--- config.mk ---
export PLATFORM = sky130hd
export DESIGN_NAME = spi_reg_bank
export DESIGN_NICKNAME = d
export VERILOG_FILES = /design/src/rtl/spi_pkg.sv /design/src/rtl/spi_sync.sv /design/src/rtl/spi_reg_bank.sv
export SDC_FILE = /design/constraint.sdc
export NUM_CORES = 1
export LEC_CHECK = 0
export CORE_ASPECT_RATIO = 2
export CORE_MARGIN = 5
export CORE_UTILIZATION = 47
export DETAILED_ROUTE_END_ITERATION = 8
export HOLD_SLACK_MARGIN = 0.15
export PLACE_DENSITY = 0.75
export SETUP_SLACK_MARGIN = 0.1
export SLEW_MARGIN = 0
export SYNTH_ARGS = -nofsm -noshare
export SYNTH_HDL_FRONTEND = slang
export SYNTH_SLANG_ARGS = --single-unit
--- constraint.sdc ---
create_clock -name clk -period 2.45 [get_ports clk]
set_input_delay 0.49 -clock clk [delete_from_list [all_inputs] [get_ports clk]]
set_output_delay 0.49 -clock clk [all_outputs]
set_load 0.005 [all_outputs]
--- src/rtl/spi_pkg.sv ---
`default_nettype none
// +----------------------------------------------------------------------------+
// | spi_pkg : shared FSM type, frame-width helper and constants for           |
// |           spi_reg_bank.  Rev 1.0                                           |
// +----------------------------------------------------------------------------+
package spi_pkg;

  typedef enum logic [1:0] {
    IDLE = 2'd0,
    CMD  = 2'd1,
    DATA = 2'd2,
    OVR  = 2'd3
  } spi_state_e;

  localparam logic RW_WRITE    = 1'b1;
  localparam int   SYNC_STAGES = 2;

  function automatic int frame_w(input int addr_w, input int data_w);
    return 1 + addr_w + data_w;
  endfunction

endpackage
`default_nettype wire

--- src/rtl/spi_sync.sv ---
`default_nettype none
// +----------------------------------------------------------------------------+
// | spi_sync : multi-stage synchroniser plus registered edge detector.         |
// |            level/rise/fall are time-aligned.  Rev 1.0                      |
// +----------------------------------------------------------------------------+
module spi_sync
  import spi_pkg::*;
#(
  parameter logic RST_VAL = 1'b0
) (
  input  logic clk,
  input  logic rst_n,
  input  logic async_in,
  output logic level,
  output logic rise,
  output logic fall
);

  logic [SYNC_STAGES-1:0] sync_q;
  logic                   dly_q;
  logic                   rise_q;
  logic                   fall_q;

  always_ff @(posedge clk) begin
    if (!rst_n) begin
      sync_q <= {SYNC_STAGES{RST_VAL}};
      dly_q  <= RST_VAL;
      rise_q <= 1'b0;
      fall_q <= 1'b0;
    end else begin
      sync_q <= {sync_q[SYNC_STAGES-2:0], async_in};
      dly_q  <= sync_q[SYNC_STAGES-1];
      rise_q <= sync_q[SYNC_STAGES-1] & ~dly_q;
      fall_q <= ~sync_q[SYNC_STAGES-1] & dly_q;
    end
  end

  // dly_q carries the same pin-to-output delay as the edge pulses
  assign level = dly_q;
  assign rise  = rise_q;
  assign fall  = fall_q;

endmodule
`default_nettype wire

--- src/rtl/spi_reg_bank.sv ---
`default_nettype none
// +----------------------------------------------------------------------------+
// | spi_reg_bank : SPI mode-0 register bank with strict frame checking.        |
// |                Optional CIPO readback via SPI_READBACK_EN.  Rev 1.0        |
// +----------------------------------------------------------------------------+
module spi_reg_bank
  import spi_pkg::*;
#(
  parameter int NUM_REGS = 5,
  parameter int DATA_W   = 8,
  parameter int ADDR_W   = 7
) (
  input  logic                       clk,
  input  logic                       rst_n,
  input  logic                       SCLK,
  input  logic                       COPI,
  input  logic                       nCS,
  output logic                       CIPO,
  output logic [NUM_REGS*DATA_W-1:0] regs_flat,
  output logic                       wr_strobe,
  output logic [ADDR_W-1:0]          wr_addr
);

  localparam int               FRAME_W = frame_w(ADDR_W, DATA_W);
  localparam int               CNT_W   = $clog2(FRAME_W + 2);
  localparam logic [CNT_W-1:0] CNT_MAX = CNT_W'(FRAME_W + 1);

  logic sclk_level, sclk_rise, sclk_fall;
  logic copi_level, copi_rise, copi_fall;
  logic ncs_level,  ncs_rise,  ncs_fall;

  spi_sync #(.RST_VAL(1'b0)) u_sync_sclk (
    .clk(clk), .rst_n(rst_n), .async_in(SCLK),
    .level(sclk_level), .rise(sclk_rise), .fall(sclk_fall)
  );

  spi_sync #(.RST_VAL(1'b0)) u_sync_copi (
    .clk(clk), .rst_n(rst_n), .async_in(COPI),
    .level(copi_level), .rise(copi_rise), .fall(copi_fall)
  );

  spi_sync #(.RST_VAL(1'b1)) u_sync_ncs (
    .clk(clk), .rst_n(rst_n), .async_in(nCS),
    .level(ncs_level), .rise(ncs_rise), .fall(ncs_fall)
  );

  spi_state_e          state_q;
  logic [CNT_W-1:0]    cnt_q;
  logic [CNT_W-1:0]    cnt_d;
  logic [FRAME_W-1:0]  shift_q;
  logic [FRAME_W-1:0]  shift_d;
  logic                wr_strobe_q;
  logic [ADDR_W-1:0]   wr_addr_q;
  logic [DATA_W-1:0]   regs_q [NUM_REGS];

  logic                w_sclk_rise;
  logic [ADDR_W-1:0]   w_frame_addr;
  logic [DATA_W-1:0]   w_frame_data;
  logic                w_frame_rw;
  logic                w_commit;

  // nCS rising edge takes priority over any SCLK edge in the same cycle
  assign w_sclk_rise  = sclk_rise & ~ncs_rise;
  assign shift_d      = {shift_q[FRAME_W-2:0], copi_level};
  assign cnt_d        = (cnt_q == CNT_MAX) ? cnt_q : cnt_q + 1'b1;

  assign w_frame_rw   = shift_q[FRAME_W-1];
  assign w_frame_addr = shift_q[DATA_W +: ADDR_W];
  assign w_frame_data = shift_q[DATA_W-1:0];
  assign w_commit     = ncs_rise && (state_q == DATA) && (cnt_q == CNT_W'(FRAME_W)) &&
                        (w_frame_rw == RW_WRITE) && (32'(w_frame_addr) < NUM_REGS);

  always_ff @(posedge clk) begin
    if (!rst_n) begin
      state_q     <= IDLE;
      cnt_q       <= '0;
      shift_q     <= '0;
      wr_strobe_q <= 1'b0;
      wr_addr_q   <= '0;
    end else begin
      wr_strobe_q <= 1'b0;
      if (ncs_rise) begin
        state_q <= IDLE;
        if (w_commit) begin
          wr_strobe_q <= 1'b1;
          wr_addr_q   <= w_frame_addr;
        end
      end else begin
        case (state_q)
          IDLE: begin
            if (ncs_fall) begin
              state_q <= CMD;
              cnt_q   <= '0;
              shift_q <= '0;
            end
          end
          CMD: begin
            if (w_sclk_rise) begin
              shift_q <= shift_d;
              cnt_q   <= cnt_d;
              if (cnt_q == CNT_W'(ADDR_W)) state_q <= DATA;
            end
          end
          DATA: begin
            if (w_sclk_rise) begin
              cnt_q <= cnt_d;
              if (cnt_q == CNT_W'(FRAME_W)) state_q <= OVR;
              else                          shift_q <= shift_d;
            end
          end
          OVR: begin
            state_q <= OVR;
          end
        endcase
      end
    end
  end

  always_ff @(posedge clk) begin
    if (!rst_n) begin
      for (int r = 0; r < NUM_REGS; r++) regs_q[r] <= '0;
    end else if (w_commit) begin
      for (int r = 0; r < NUM_REGS; r++)
        if (32'(w_frame_addr) == 32'(r)) regs_q[r] <= w_frame_data;
    end
  end

  for (genvar r = 0; r < NUM_REGS; r++) begin : g_flat
    assign regs_flat[r*DATA_W +: DATA_W] = regs_q[r];
  end

  assign wr_strobe = wr_strobe_q;
  assign wr_addr   = wr_addr_q;

`ifdef SPI_READBACK_EN
  logic [DATA_W-1:0] sout_q;
  logic [DATA_W-1:0] rd_val;
  logic              cipo_q;
  logic              w_sclk_fall;
  logic              w_cmd_done;

  assign w_sclk_fall = sclk_fall & ~ncs_rise;
  assign w_cmd_done  = (state_q == CMD) && w_sclk_rise && (cnt_q == CNT_W'(ADDR_W));

  // Address is taken from the shift value being captured this cycle
  always_comb begin
    rd_val = '0;
    for (int r = 0; r < NUM_REGS; r++)
      if (32'(shift_d[ADDR_W-1:0]) == 32'(r)) rd_val = regs_q[r];
  end

  always_ff @(posedge clk) begin
    if (!rst_n) begin
      sout_q <= '0;
      cipo_q <= 1'b0;
    end else if (ncs_rise || ncs_fall) begin
      sout_q <= '0;
      cipo_q <= 1'b0;
    end else if (w_cmd_done) begin
      sout_q <= (shift_d[ADDR_W] == RW_WRITE) ? '0 : rd_val;
    end else if ((state_q == DATA) && w_sclk_fall) begin
      cipo_q <= sout_q[DATA_W-1];
      sout_q <= {sout_q[DATA_W-2:0], 1'b0};
    end
  end

  assign CIPO = cipo_q;

  logic unused_sync;
  assign unused_sync = ^{sclk_level, copi_rise, copi_fall, ncs_level};
`else
  assign CIPO = 1'b0;

  logic unused_sync;
  assign unused_sync = ^{sclk_level, sclk_fall, copi_rise, copi_fall, ncs_level};
`endif

endmodule
`default_nettype wire

Word level (Yosys, flattened, before mapping):

Memories as Yosys holds them, arrays and structs flattened.
Index checks and enable logic that the tools add are counted.

* add/subtract/negate cells: 1
* $lt $le $gt $ge: 1
* equality and inequality tests: 18
* mux-type cells: 42
* bitwise gates (word level): 14
* reduce and logical (&&, ||, !) cells: 15

Operators with widths (count)
* $mux W16: 4
* $pmux W16 S3: 1
* $mux W8: 5
* $mux W1: 22
* $mux W5: 3
* $eq A7 B2 Y1 const B: 2
* $eq A5 B5 Y1 const B: 2
* $mux W2: 5
* $ne A2 B2 Y1 const B: 5
* $pmux W5 S2: 1
* $reduce_and A5 Y1: 2
* $pmux W2 S4: 1
* $eq A7 B1 Y1 const B: 1
* $eq A7 B3 Y1 const B: 1
* $logic_not A7 Y1: 1
* $lt A7 B3 Y1 const B: 1
* $ne A2 B1 Y1 const B: 3
* $reduce_and A6 Y1: 1
* $add A5 B1 Y5 const B: 1
* $eq A5 B3 Y1 const B: 1
* $not A1 Y1: 5
* $or A1 B1 Y1: 5
* $and A1 B1 Y1: 4
* $eq A2 B2 Y1 const B: 2
* other kinds (7): 12

* register bits after elaboration: 43
* RAM bits: 40
* output and inout port bits: 49
* word-level logic and storage cells: 106
* memories: 1

Memories
* regs_q: depth 5, width 8, read ports 5, clocked after memory_dff 0, wr ports 5, line spi_reg_bank.sv:54 `logic [DATA_W-1:0] regs_q [NUM_REGS];`

Logic depth before layout (Yosys ltp):

Gate-level depths: netlist of run 1.

* depth after elaboration: 9
* depth in mapped cells: 7
* mapped depth without buffers: 6

By module:

From an unflattened synthesis of run 1, not the netlist that was laid out.

* cells, all modules: 255
* area total of the unflattened synthesis: 3268.1 um^2

Modules (own cells, without submodules)
* spi_reg_bank: instances 1, cells an instance 225, area an instance 2851.5 um^2, sequential area each 1821.7 um^2
* spi_sync at u_sync_copi ...: instances 2, cells an instance 10, area an instance 140.1 um^2, sequential area each 100.1 um^2
* spi_sync at u_sync_ncs: instances 1, cells an instance 10, area an instance 136.4 um^2, sequential area each 100.1 um^2

Worst setup path after synthesis of run 1:

Ideal clock, no wire load.

* path type: register to register
* start: register cnt_q[0]
* end: memory regs_q[0][0] (enable)
* data arrival time: 1.930 ns
* data required time: 2.063 ns
* setup slack: 0.133 ns
* cell stages (with the launch flop): 7
* buffers on the path: 0
* period minus slack after synthesis: 2.317 ns
* cells stage by stage: dfxtp_1 inv_1 ha_1 and4bb_4 nand4_1 or2_2 o31ai_1

RTL lines
* start, declared: line spi_reg_bank.sv:48 `logic [CNT_W-1:0] cnt_q;`
* start signal, assigned: line spi_reg_bank.sv:100 `cnt_q <= cnt_d;`
* start signal, assigned: line spi_reg_bank.sv:106 `cnt_q <= cnt_d;`
* end, declared: line spi_reg_bank.sv:54

==> results.md, run 1 <==
- Rows: 41
- DRC viols: 0
- Worst min path class: reg2reg
- Hold_buf cts: 0
- Top Family by Delay on Critical Path: simple AND/OR/NAND/NOR gates
- Hold Vio Cnt, Final: 0
- Tcrit/Tclk final: 87.5%
- Layout cells sized above 1: 10.3%
- FFs w/ async S/R, synth: 0%
- Worst vdd ir: 0.715 mV
- Clk_skew: 0.00657 ns
- 1st-iter DRT viols: 69
- Pint: 0.00243 W
- End-of-flow core utilization: 62.5%
- Port buffer count: 52
- Most common library cell in the layout ignoring fill and taps: clkdlybuf4s50_1
- DRT antenna net count: 0
- Max clock buf depth: 2
- Num CTS Buffers: 9
- Yosys warns: 0
- WP buf/inv: 1
- Slack of the critical path: 0.307 ns
- Placer Congestion: 0.862
- Arrival time worst endpoint: 2.17 ns
- Post-Synthesis Cells: 245
- Final Setup Violations: 0
- Final layout net count: 320
- Via density: 4.93
- Post-synth cell types: 38
- Clock Latency Late Sink: 0.33 ns
- Pre-CTS setup slack: 0.362 ns
- Sw frac: 22.5%
- Initial antenna violation count: 0
- Commonest cells after routing, fill and taps aside: 52 x clkdlybuf4s50_1, 43 x dfxtp_1, 40 x edfxtp_1, 23 x nand2_1
- Largest net degree at the start of global routing: 25
- Sequential-to-total area share from yosys stat: 67.2%
- Crit path required time: 2.48 ns
- Post-CTS resize count: 0
- Via count: 1958
- Dominant synthesized flop cell: dfxtp_1
- # diodes: 0
- Clock-pin slew on the worst setup and hold paths: 0.06 ns
- Detailed Place HPWL: 3890 um
- Syn_area_per_cell: 12.5 um2
- Max Cap Viol: 0
- Pre-antenna DRT Iters: 4
- Clk root buf: clkbuf_16
- WL final: 5410 um
- Crit-path slowest cell: nor4_1
- Htree depth: 3
- Setup bufs post-CTS: 0
- CTS Sinks: 83
- Pwr/cell area: 787 nW/um2
- Post-synth EDFFs: 40
- Leakage: 1.44 nW
- Core footprint: 6360 um2
- Worst-margin pin slew: 0.679 ns
- Die ar.: 8340 um2
- Startpoint types: flop
- Syn Nets: 259
- Critical path class: reg2reg
- Synth Register Bits: 83
- Die H: 124 um
- Yosys top cell by area: edfxtp_1
- Area contributors post-synth: edfxtp_1 39%, dfxtp_1 28%, ha_1 3.7%, and2_1 3.1%, a21oi_1 2.9%
- Critical Path Fanout Max: 8
- Vias in the first global route: 1894
- Sw power: 0.000704 W
- First-pass GRT wire length: 8890 um
- Drt wl/cell: 13.6 um
- Synth Cell Area: 3070 um2
- GR Overflow Total: 0
- Relative slew margins: 54.4%
- Slowest cell delay on critical path: 0.56 ns
- Reg power frac: 48.5%
- Setup TNS: 0 ns
- Area growth, synth to finish: 29.7%
- Clk pwr share: 40.4%
- Run status: finished clean
- Width of the die: 67.1 um
- Fmax: 467 MHz
- Max Transition Viols Final: 0
- RSZ-0062 raised after global routing: false
- Min Tclk post-route: 2.14 ns
- Io pins: 54
- CP Cell Sequence: nor4_1 -> nand4_1 -> or2_2 -> o21ai_0 -> buf_4
- Logic pwr share: 11.2%
- CTS tree: done
- Initial Util: 48.2%
- CP endpoint kind: flop
- Share of the synthesized area in the top cell type: 39.2%
- Total global-route track usage: 14.6%
==> area by class of cell <==
class	instances	area [um2]
fill	520	2380
tap	86	108
inverter	7	26.3
timing repair buffer	61	588
clock buffer	10	229
sequential	83	2060
multi-input combinational	144	910
clock inverter	6	56.3
==> registers in the layout, summed over array words and instances, names as in the netlist, 2 cells and up <==
signal	count
state_q	2
regs_q	40
u_sync_ncs.sync_q	2
u_sync_sclk.sync_q	2
shift_q	16
cnt_q	5
wr_addr	7
u_sync_copi.sync_q	2
==> stage by stage <==
stage	power (W)	hold WS (ns)	instances	area [um2]
after global routing	0.00326	0.404	397	3980
after CTS	0.00316	0.396	397	3980
after floorplan	0.00177	0.367	245	3070
final	0.00313	0.391	397	3980
after detailed placement	0.00190	0.394	381	3690
after global placement	0.00189	0.372	381	3690
==> Yosys cell counts (2+ instances only) <==
master / number
a21oi_1: 18
and2_1: 15
and3_1: 6
buf_4: 3
buf_6: 2
clkbuf_1: 5
dfxtp_1: 43
edfxtp_1: 40
ha_1: 9
inv_1: 7
mux2i_1: 4
nand2_1: 23
nand2b_1: 6
nand3_1: 18
nand4_1: 2
nor2_1: 8
nor2b_1: 2
nor3_1: 2
o21ai_0: 6
o31ai_1: 3
or2_2: 3
or3_1: 2
xnor2_1: 3
==> worst paths after layout <==
| path | to | slack [ns] | cells past startpoint | start |
|---|---|---|---|---|
| max | regs_q[0][27] | 0.31 | 5 | shift_q[11] |
| min | u_sync_sclk.rise | 0.39 | 1 | u_sync_sclk.level |
| max reg2reg | regs_q[0][27] | 0.31 | 5 | shift_q[11] |
| min reg2reg | u_sync_sclk.rise | 0.39 | 1 | u_sync_sclk.level |
==> metal layers <==
| metal | up-vias | routed length (um) | global-route usage [%] |
|---|---|---|---|
| li1 | 979 | - | - |
| met5 | - | 0 | 0 |
| met1 | 908 | 1910 | 13.9 |
| met4 | 0 | 193 | 8.61 |
| met3 | 11 | 310 | 5.23 |
| met2 | 60 | 3000 | 25.5 |
==> power by group through the flow <==
| stage | logic [W] | clock network [W] | registers [W] |
|---|---|---|---|
| 3_3_place_gp | 0.000345 | 0 | 0.00155 |
| 4_1_cts | 0.000352 | 0.00129 | 0.00152 |
| 3_5_place_dp | 0.000348 | 0 | 0.00155 |
| 2_1_floorplan | 0.000219 | 0 | 0.00155 |
| 5_1_grt | 0.000379 | 0.00136 | 0.00152 |
| 6_report | 0.000350 | 0.00126 | 0.00152 |
==> logic make-up (layout without fill, tap and decap cells) <==
group	Yosys count	count (layout)	synth area share [%]
and+or+nand+nor	92	92	16.0
DFF	83	83	67.2
AOI/OAI and AO/OA	35	35	7.71
buffers and inverters	18	84	3.10
adders and majority gates	9	9	3.67
muxes	4	4	1.31
xor gates and xnor gates	3	3	0.857
other	1	1	0.122
Note: power is estimated with default switching activity, not from simulation.
==> inputs of run 2 (changes only) <==
- CORE_UTILIZATION: 47 -> 52
- PLACE_DENSITY: 0.75 -> 0.79
- clock period: 2.45 -> 2.37 ns (I/O delays scaled with it)
==> results.md, run 2 (synthesis results as in run 1) <==
- Max reg flops: 40 (unchanged)
- CP endpoint kind: flop
- Final Setup Violations: 0 (unchanged)
- Crit-path slowest cell: nor4_1
- Pre-CTS setup slack: 0.303 ns (-0.0583 ns)
- Total global-route track usage: 16.6% (+1.9 points)
- DP Area: 3680 um2 (-0.30%)
- Leakage: 1.44 nW (-0.26%)
- Port buffer count: 52 (unchanged)
- Max Transition Viols Final: 0 (unchanged)
- Setup bufs post-CTS: 0 (unchanged)
- Worst-margin pin slew: 0.704 ns (+0.0246 ns)
- Htree depth: 3 (unchanged)
- Min Tclk post-route: 2.09 ns (-0.0500 ns)
- Pre-antenna DRT Iters: 4 (unchanged)
- Worst min path class: reg2reg
- Clock Latency Late Sink: 0.33 ns (about the same)
- Relative slew margins: 52.8% (-1.7 points)
- GR Overflow Total: 0 (unchanged)
- CP Cell Sequence: nor4_1 -> nand4_1 -> or2_2 -> o31ai_2 -> buf_4
- Most common library cell in the layout ignoring fill and taps: clkdlybuf4s50_1
- Drt wl/cell: 15.6 um (+15%)
- Hold Vio Cnt, Final: 0 (unchanged)
- Largest net degree at the start of global routing: 25 (unchanged)
- Initial Util: 53.7% (+5.5 points)
- Via count: 2016 (+3.0%)
- Io pins: 54 (unchanged)
- Placer Congestion: 0.805 (-6.5%)
- Layout cells sized above 1: 10.9% (+0.57 points)
- Max clock buf depth: 2 (unchanged)
- Detailed Place HPWL: 4370 um (+12%)
- Slowest cell delay on critical path: 0.50 ns (-0.06 ns)
- RSZ-0062 raised after global routing: false
- Arrival time worst endpoint: 2.13 ns (-0.04 ns)
- Run status: finished clean
- First-pass GRT wire length: 9790 um (+10%)
- Num CTS Buffers: 9 (unchanged)
- Core footprint: 5710 um2 (-10%)
- Biggest register: regs_q
- Width of the die: 64.3 um (-4.2%)
- Die H: 119 um (-4.5%)
- Register area: 2060 um2 (unchanged)
- DRC viols: 0 (unchanged)
- WP buf/inv: 1 (unchanged)
- Clk_skew: 0.00483 ns (-0.00174 ns)
- Worst vdd ir: 0.836 mV (+17%)
- DRT antenna net count: 0 (unchanged)
- Finished Cell Area: 3940 um2 (-0.88%)
- Fill cell count: 387 (-26%)
- Critical path class: reg2reg
- Max Cap Viol: 0 (unchanged)
- CTS Sinks: 83 (unchanged)
- 1st-iter DRT viols: 55 (-20%)
- Crit path required time: 2.41 ns (-0.07 ns)
- Via density: 5.39 (+9.3%)
- Clock-pin slew on the worst setup and hold paths: 0.05 ns (about the same)
- Top Family by Delay on Critical Path: simple AND/OR/NAND/NOR gates
- Setup TNS: 0 ns (unchanged)
- Area of the multi-input gates: 915 um2 (+0.55%)
- Initial antenna violation count: 0 (unchanged)
- Clk root buf: clkbuf_16
- Total chip power: 0.00314 W (+0.14%)
- Commonest cells after routing, fill and taps aside: 52 x clkdlybuf4s50_1, 43 x dfxtp_1, 40 x edfxtp_1, 23 x nand2_1
- Startpoint types: flop
- Final layout net count: 322 (+0.63%)
- Area growth, synth to finish: 28.6%
- Rows: 39 (-4.9%)
- Hold_buf cts: 0 (unchanged)
- Post-CTS resize count: 0 (unchanged)
- WL final: 5840 um (+7.9%)
- Die ar.: 7630 um2 (-8.5%)
- Pwr/cell area: 796 nW/um2 (+1.0%)
- Fmax: 478 MHz (+2.4%)
- Tcrit/Tclk final: 88.3% (+0.84 points)
- Slack of the critical path: 0.277 ns (-0.0300 ns)
- Vias in the first global route: 2020 (+6.7%)
- Critical Path Fanout Max: 8 (unchanged)
- # diodes: 0 (unchanged)
- CTS tree: done
-- run 2: metrics by stage --
step / util, % / std cells / hold slack [ns]
detailed placement: 64.5 / 358 / 0.379
finish: 69.1 / 374 / 0.387
CTS: 69.1 / 374 / 0.389
global placement: 64.5 / 358 / 0.373
global route: 69.1 / 374 / 0.432
floorplan: - / 245 / 0.367
-- run 2: per-layer routing --
layer | share of wire [%] | wire length (um) | up-vias | GRT usage, %
li1 | - | - | 988 | -
met1 | 35 | 2020 | 942 | 16.9
met2 | 55 | 3220 | 69 | 28.3
met3 | 6.3 | 370 | 17 | 5.03
met4 | 3.9 | 225 | 0 | 10.3
met5 | 0 | 0 | - | 0
-- run 2: final cells by class --
cell class / instances / area share (%)
tap: 61 / 1.94
multi-input combinational: 144 / 23.2
timing repair buffer: 63 / 15.3
inverter: 7 / 0.666
clock buffer: 10 / 5.81
clock inverter: 6 / 0.825
sequential: 83 / 52.3
-- run 2: where the power goes --
part           internal [W]  switching (W)
clock network      0.000697       0.000501
logic              0.000159       0.000211
registers           0.00155      0.0000214
-- run 2: final timing paths --
path | start | endpoint | slack [ns] | depth (start not counted)
min | u_sync_sclk.level | u_sync_sclk.rise | 0.39 | 1
max | shift_q[11] | regs_q[0][0] | 0.28 | 5
min reg2reg | u_sync_sclk.level | u_sync_sclk.rise | 0.39 | 1
max reg2reg | shift_q[11] | regs_q[0][0] | 0.28 | 5
-- run 2: worst register-to-register path, delay by kind of cell (launching register included) --
family	cells	cell delay, ns
AND/OR/NAND/NOR	3	1.06
flip-flops	1	0.32
buffers and inverters	1	0.22
AO/OA/AOI/OAI	1	0.21
==> inputs of run 3 (changes only) <==
- RECOVER_POWER: default -> 50
==> results.md, run 3 (synthesis results as in run 1) <==
- Io pins: 54 (unchanged)
- Final layout net count: 322 (unchanged)
- Most common library cell in the layout ignoring fill and taps: dlygate4sd3_1
- Run status: finished clean
- Rows: 39 (unchanged)
- CTS Sinks: 83 (unchanged)
- Setup TNS: 0 ns (unchanged)
- Via count: 2014 (-0.099%)
- Core footprint: 5710 um2 (unchanged)
- Worst min path class: reg2reg
- RSZ-0062 raised after global routing: false
- Num CTS Buffers: 9 (unchanged)
- Leakage: 1.46 nW (+1.6%)
- Hold_sp: u_sync_sclk.level
- Clk_skew: 0.00451 ns (-0.000326 ns)
- Die H: 119 um (unchanged)
- CP Cell Sequence: nor4_1 -> nand4_1 -> or2_2 -> o31ai_2 -> buf_4
- Area growth, synth to finish: 28.2%
- First-pass GRT wire length: 9790 um (unchanged)
- Vias in the first global route: 2020 (unchanged)
- Commonest cells after routing, fill and taps aside: 49 x dlygate4sd3_1, 43 x dfxtp_1, 40 x edfxtp_1, 23 x nand2_1
- Worst-margin pin slew: 0.837 ns (+0.133 ns)
- R2r endpoint: regs_q[0][0]
- CTS tree: done
- Placer Congestion: 0.805 (unchanged)
- Register area: 2060 um2 (unchanged)
- Final Setup Violations: 0 (unchanged)
- Clk root buf: clkbuf_16
- GR Overflow Total: 0 (unchanged)
- WL final: 5800 um (-0.70%)
- Clock-pin slew on the worst setup and hold paths: 0.05 ns (about the same)
- Biggest register: regs_q
- Startpoint types: flop
- Setup bufs post-CTS: 0 (unchanged)
- Reg2reg start: shift_q[11]
- Max clock buf depth: 2 (unchanged)
- Initial Util: 53.7% (unchanged)
- Max Transition Viols Final: 0 (unchanged)
- Fill cell count: 391 (+1.0%)
- Slowest cell delay on critical path: 0.49 ns (about the same)
- Initial antenna violation count: 0 (unchanged)
- Max reg flops: 40 (unchanged)
- Relative slew margins: 44.2% (-8.5 points)
- Hold Vio Cnt, Final: 0 (unchanged)
- Max Cap Viol: 0 (unchanged)
- Drt wl/cell: 15.5 um (-0.70%)
- Total global-route track usage: 16.6% (unchanged)
- DRT antenna net count: 0 (unchanged)
- Clock Latency Late Sink: 0.33 ns (about the same)
- Arrival time worst endpoint: 2.12 ns (about the same)
- Die ar.: 7630 um2 (unchanged)
- DRC viols: 0 (unchanged)
- Min Tclk post-route: 2.09 ns (-0.00674 ns)
- Crit path required time: 2.40 ns (about the same)
- Area of the multi-input gates: 915 um2 (unchanged)
- 1st-iter DRT viols: 74 (+35%)
- Tcrit/Tclk final: 88.0% (-0.28 points)
- CP endpoint kind: flop
- Fmax: 479 MHz (+0.32%)
- Via density: 5.39 (about the same)
- Hold Path Depth: 1 (unchanged)
- Pre-antenna DRT Iters: 4 (unchanged)
- # diodes: 0 (unchanged)
- Crit-path slowest cell: nor4_1
- Top Family by Delay on Critical Path: simple AND/OR/NAND/NOR gates
- Layout cells sized above 1: 9.90% (-0.96 points)
- Pwr/cell area: 792 nW/um2 (-0.39%)
- Placed Instances: 358 (unchanged)
- Largest net degree at the start of global routing: 25 (unchanged)
- WP buf/inv: 1 (unchanged)
- Detailed Place HPWL: 4370 um (unchanged)
- Port buffer count: 52 (unchanged)
- Final std cells w/o fill: 374 (unchanged)
- Critical path class: reg2reg
- FF-to-FF path depth: 5 (unchanged)
- Post-CTS resize count: 0 (unchanged)
- Htree depth: 3 (unchanged)
- Critical Path Fanout Max: 8 (unchanged)
- Hold_buf cts: 0 (unchanged)
- Reg-to-reg setup timing slack: 0.28 ns (about the same)
- Worst vdd ir: 0.835 mV (-0.12%)
- Width of the die: 64.3 um (unchanged)
- Hold Path End: u_sync_sclk.rise
-- run 3: cell types whose count changed in the layout (fill, tap and decap cells not counted), sizes merged --
cell	previous run	this run
clkdlybuf4s50	52	3
dlygate4sd3	0	49
buf	11	8
clkbuf	10	13
-- run 3: layout make-up --
type,instances,area share (%)
timing repair buffer,63,15.0
sequential,83,52.4
multi-input combinational,144,23.3
clock inverter,6,0.827
clock buffer,10,5.82
inverter,7,0.668
tap,61,1.94
-- run 3: metrics by stage --
stage | util (%) | cell area, um2 | setup slack, ns | hold WS (ns) | total power [W]
final | 68.9 | 3930 | 0.283 | 0.387 | 0.00312
after global routing | 68.9 | 3930 | 0.144 | 0.432 | 0.00326
after CTS | 69.1 | 3940 | 0.284 | 0.389 | 0.00317
after detailed placement | 64.5 | 3680 | 0.303 | 0.379 | 0.00197
after global placement | 64.5 | 3680 | 0.362 | 0.373 | 0.00196
after floorplan | - | 3070 | 0.102 | 0.367 | 0.00183
-- run 3: worst max path at each step --
stage	from	endpoint	slack, ns	depth (start not counted)
5_1_grt	state_q[0]	regs_q[0][28]	0.14	7
3_5_place_dp	shift_q[11]	regs_q[0][1]	0.30	5
4_1_cts	shift_q[11]	regs_q[0][5]	0.28	5
2_1_floorplan	cnt_q[0]	regs_q[0][10]	0.10	6
6_report	shift_q[11]	regs_q[0][0]	0.28	5
3_3_place_gp	shift_q[11]	regs_q[0][16]	0.36	5
-- run 3: layer usage --
layer	routed length, um	global-route usage (%)
met5	0	0
met4	227	10.3
met2	3210	28.3
met1	2040	16.9
met3	325	5.03
-- run 3: power breakdown --
part | internal (W) | switching (W)
clock | 0.000697 | 0.000499
sequential | 0.00155 | 0.0000197
combinational | 0.000144 | 0.000209
total | 0.00239 | 0.000727
